`src/rtl/ldpc_phase_sequencer.sv`:
```
// Phase sequencer for an iterative LDPC decoder: walks each codeword through
// LOAD, DECODE iterations and UNLOAD, with syndrome-based early termination.
module ldpc_phase_sequencer #(
    parameter int LOG2N = 4,
    parameter int N     = 12,
    parameter int LOG2I = 5
) (
    input  logic             clk,
    input  logic             rst,
    input  logic             start,
    input  logic [LOG2I-1:0] max_iter,
    input  logic             in_valid,
    input  logic             syndrome_ok,
    input  logic             out_ready,
    output logic [LOG2N-1:0] data_iter_count,
    output logic [LOG2I-1:0] iter_count,
    output logic [3:0]       state,
    output logic             in_ready,
    output logic             out_valid,
    output logic             done,
    output logic             early_term
);

    typedef enum logic [3:0] {
        IDLE   = 4'b0001,
        LOAD   = 4'b0010,
        DECODE = 4'b0100,
        UNLOAD = 4'b1000
    } state_t;

    localparam logic [LOG2N-1:0] LAST_BEAT = LOG2N'(N - 1);

    state_t           cur_state;
    logic [LOG2I-1:0] limit;
    logic [LOG2I:0]   iter_inc;

    // One-wider sum so the limit compare stays correct when iter_count is saturated.
    assign iter_inc  = {1'b0, iter_count} + (LOG2I + 1)'(1);

    assign state     = cur_state;
    assign in_ready  = (cur_state == LOAD);
    assign out_valid = (cur_state == UNLOAD);

    always_ff @(posedge clk) begin
        if (rst) begin
            cur_state       <= IDLE;
            data_iter_count <= '0;
            iter_count      <= '0;
            limit           <= LOG2I'(1);
            done            <= 1'b0;
            early_term      <= 1'b0;
        end else begin
            done <= 1'b0;
            case (cur_state)
                IDLE: begin
                    if (start) begin
                        limit           <= (max_iter == '0) ? LOG2I'(1) : max_iter;
                        iter_count      <= '0;
                        early_term      <= 1'b0;
                        data_iter_count <= '0;
                        cur_state       <= LOAD;
                    end
                end
                LOAD: begin
                    if (in_valid) begin
                        if (data_iter_count == LAST_BEAT) begin
                            data_iter_count <= '0;
                            cur_state       <= DECODE;
                        end else begin
                            data_iter_count <= data_iter_count + LOG2N'(1);
                        end
                    end
                end
                DECODE: begin
                    if (data_iter_count == LAST_BEAT) begin
                        data_iter_count <= '0;
                        if (iter_count != '1)
                            iter_count <= iter_count + LOG2I'(1);
                        if (syndrome_ok) begin
                            early_term <= 1'b1;
                            cur_state  <= UNLOAD;
                        end else if (iter_inc >= {1'b0, limit}) begin
                            cur_state  <= UNLOAD;
                        end
                    end else begin
                        data_iter_count <= data_iter_count + LOG2N'(1);
                    end
                end
                UNLOAD: begin
                    if (out_ready) begin
                        if (data_iter_count == LAST_BEAT) begin
                            data_iter_count <= '0;
                            done            <= 1'b1;
                            cur_state       <= IDLE;
                        end else begin
                            data_iter_count <= data_iter_count + LOG2N'(1);
                        end
                    end
                end
                default: begin
                    cur_state       <= IDLE;
                    data_iter_count <= '0;
                end
            endcase
        end
    end

endmodule

```
`config.mk`:
```
export PLATFORM = sky130hd
export DESIGN_NAME = ldpc_phase_sequencer
export DESIGN_NICKNAME = d
export VERILOG_FILES = /design/src/rtl/ldpc_phase_sequencer.sv
export SDC_FILE = /design/constraint.sdc
export NUM_CORES = 1
export LEC_CHECK = 0
export ABC_AREA = 1
export ABC_CLOCK_PERIOD_IN_PS = 2100
export BUFFER_PORTS_ARGS = -buffer_cell sky130_fd_sc_hd__buf_2
export CORE_AREA = 2 2 50 52
export DETAILED_ROUTE_END_ITERATION = 8
export DIE_AREA = 0 0 52 54
export HOLD_SLACK_MARGIN = 0.05
export PLACE_DENSITY = 0.78
export SYNTH_ARGS = -nofsm -noshare
export SYNTH_HDL_FRONTEND = slang
export SYNTH_SLANG_ARGS = --single-unit
```
`constraint.sdc`:
```
create_clock -name clk -period 2.1 [get_ports clk]
set_input_delay 0.21 -clock clk [delete_from_list [all_inputs] [get_ports clk]]
set_output_delay 0.21 -clock clk [all_outputs]
set_load 0.005 [all_outputs]
```
==> summary.txt <==
Floorplanning
  • Std cell rows: 18
  • Die area: 2808 um^2
  • Core area: ~2300 um^2
  • Ports: 28
  • Die width: around 52 um
  • Chip height: roughly 54 um
  • Initial core utilization: 48.33%

Timing
  • Worst slew pin tran: 0.3854 ns
  • Max-slew headroom: 74.28%
  • Fin Setup TNS: 0 ns
  • RSZ-0062 raised after global routing: no
  • Layout Skew: 0.002609 ns
  • Fin crit share: around nine tenths
  • Fmax: 537.7 MHz
  • Setup violations, final: 0
  • Final Hold Fails: 0
  • Slew Limit Fails: 0
  • Fin crit period: 1.860 ns

Synth
  • Yosys top cell area share: a little over a third
  • Yosys reg bits: 20
  • Ranking of synthesized cells by area: dfxtp_1 (36%), nand2_1 (11%), ha_1 (8.9%)
  • Post-synth top area cell: dfxtp_1
  • Cells after Synth: approximately 160
  • Mapped Avg Cell Area: 6.878 um^2
  • Netlist Area Pre-Place: 1121 um^2
  • Net Count, Synth: between 150 and 200
  • Seq/Total Area, Yosys: roughly 36%
  • Yosys warns: 0
  • Count of cell types in the netlist: 22

Global routing
  • Initial antenna violation count: 0
  • Overall Global Routing Usage: between 10% and 20%
  • Vias in the first global route: about 950
  • First-pass GRT wire length: 3.884 mm
  • Maximum number of pins on one net before global-route repair: 15
  • GRT overflow: 0

Detailed routing
  • DRC Markers: 0
  • Via density: 4.973
  • Drt pass-1 iters: 4
  • WL/cell: 11.15 um
  • Routed wire length: 2.508 mm
  • Antenna-violating nets left: 0
  • Vias post-DR: around 1.1k
  • Initial DRC count: 21

Placed design
  • RePlAce Congestion: 0.8095
  • DPL Wire Length: 1.877 mm
  • IO Port Bufs: 27
  • Placed Area: 1290 um^2

Job
  • Max cap viols: 0

Power and ir drop
  • Peak VDD IR: approximately 900 uV
  • Lkg Pwr: approximately 0.73 nW
  • Pwr/cell area: around 1500 nW/um^2
  • Overall power: 0.002030 W

Final layout
  • NumNets Final: 215
  • Design Area, Final: 1365 um^2
  • Ant diodes: 0
  • Share of layout cells above drive strength 1: 26.15%
  • Area grow syn2layout: 21.76%
  • Final core occ: 58.85%

Setup path
  • Worst setup SP type: register
  • Crit Path Category: register to register
  • WP data arrival: 2.08 ns
  • Endpoint class of the critical path: register
  • Crit Path Max Fanout: 5
  • Data required time of the critical path: 2.32 ns

Clock tree
  • Reg clk slew, reported paths: 0.12 ns
  • Worst skew pair latency: 0.31 ns
  • Clock root cell: clkbuf_4
  • # clock sinks: 20
  • CTS buffer count: 3
  • H-tree depth: 1
  • Buffer depth of the longest clock path: 2
  • CTS tree: done

Hold path
  • Class of the worst hold path: primary input to register

Outcome
  • Outcome: completed
==> cell usage after synthesis <==
library cell	number
nand2_1	32
inv_1	23
nor2_1	22
dfxtp_1	20
a21oi_1	13
o21ai_0	11
nand3_1	9
ha_1	8
inv_2	4
nor3_1	4
nor2_2	3
xor2_1	3
nand2_2	2
a21oi_4	1
clkbuf_1	1
clkinv_1	1
nand3_2	1
nand4_1	1
nor2_4	1
nor4_1	1
o21bai_1	1
or2_4	1
==> layout make-up <==
cell class,count,area (um^2)
clock buffers,4,36.28
fillers,225,954.7
inverters,28,105.1
multi-input cells,114,626.9
flip-flops and latches,20,409.1
well taps,30,37.54
repair buffers,29,150.1
==> kinds of logic after synthesis <==
| group | Yosys count | synth area share (%) |
|---|---|---|
| DFF | 20 | 35.71 |
| and+or+nand+nor | 77 | 30.47 |
| buffers and inverters | 29 | 9.709 |
| xor gates and xnor gates | 3 | 2.344 |
| AOI/OAI and AO/OA | 26 | 12.83 |
| adders and majority gates | 8 | 8.929 |
==> through the flow <==
stage	cells	hold slack (ns)	setup WS (ns)
4_1_cts	223	0.1157	0.1363
6_report	225	0.1258	0.2401
3_5_place_dp	219	0.4543	0.1575
5_1_grt	225	0.1229	0.008456
3_3_place_gp	219	0.4426	0.3210
2_1_floorplan	163	0.2791	0.3448
==> power by group <==
group / switching (W) / leakage, nW / internal, W / total [W]
clock network: 0.000127 / 0.0210 / 0.000106 / 0.000233
registers: 0.000130 / 0.166 / 0.000528 / 0.000657
logic: 0.000681 / 0.543 / 0.000459 / 0.00114
total: 0.000937 / 0.730 / 0.00109 / 0.00203
==> worst max-delay path: stages (launching register included) <==
cell	delay, ns
dfxtp_4	0.40
ha_4	0.14
nand2_1	0.05
nor2_1	0.12
ha_1	0.26
ha_2	0.18
nor2_1	0.11
nand2_1	0.06
nor2_1	0.10
nand2_1	0.09
nand2_2	0.10
nand2_1	0.05
nand2_1	0.05
nor2_1	0.04
==> final timing paths <==
check,cells after the start,from,to,slack (ns)
setup / recovery,13,iter_count[0],state[3],0.24
hold reg to reg,2,limit[1],limit[1],0.47
setup reg to reg,13,iter_count[0],state[3],0.24
hold / removal,2,rst,early_term,0.13
==> sequential cells by signal, indices dropped and copies added (netlist names) <==
signal / count
early_term: 1
done: 1
state: 4
data_iter_count: 4
iter_count: 5
limit: 5
==> layout by cell type, fill, tap and decap left out, drive strengths merged <==
| cell type | instances |
|---|---|
| a21oi | 14 |
| buf | 29 |
| clkbuf | 4 |
| clkinv | 1 |
| dfxtp | 20 |
| ha | 8 |
| inv | 27 |
| nand2 | 34 |
| nand3 | 10 |
| nand4 | 1 |
| nor2 | 26 |
| nor3 | 4 |
| nor4 | 1 |
| o21ai | 11 |
| o21bai | 1 |
| or2 | 1 |
| xor2 | 3 |
==> per-layer routing <==
metal | up-vias | part of all wire (%) | GRT usage (%)
met5 | - | 0 | 0
met4 | 0 | 1.4 | 7.895
met3 | 5 | 5.5 | 3.333
met2 | 31 | 49 | 33.12
met1 | 500 | 44 | 22.34
li1 | 583 | - | -
==> repair_timing <==
item,in CTS,in global routing
resized for setup,0,8
setup endpoints to repair,0,3
hold buffers,0,0
setup buffers,0,2
No activity file was read; power rests on OpenSTA's default activity.
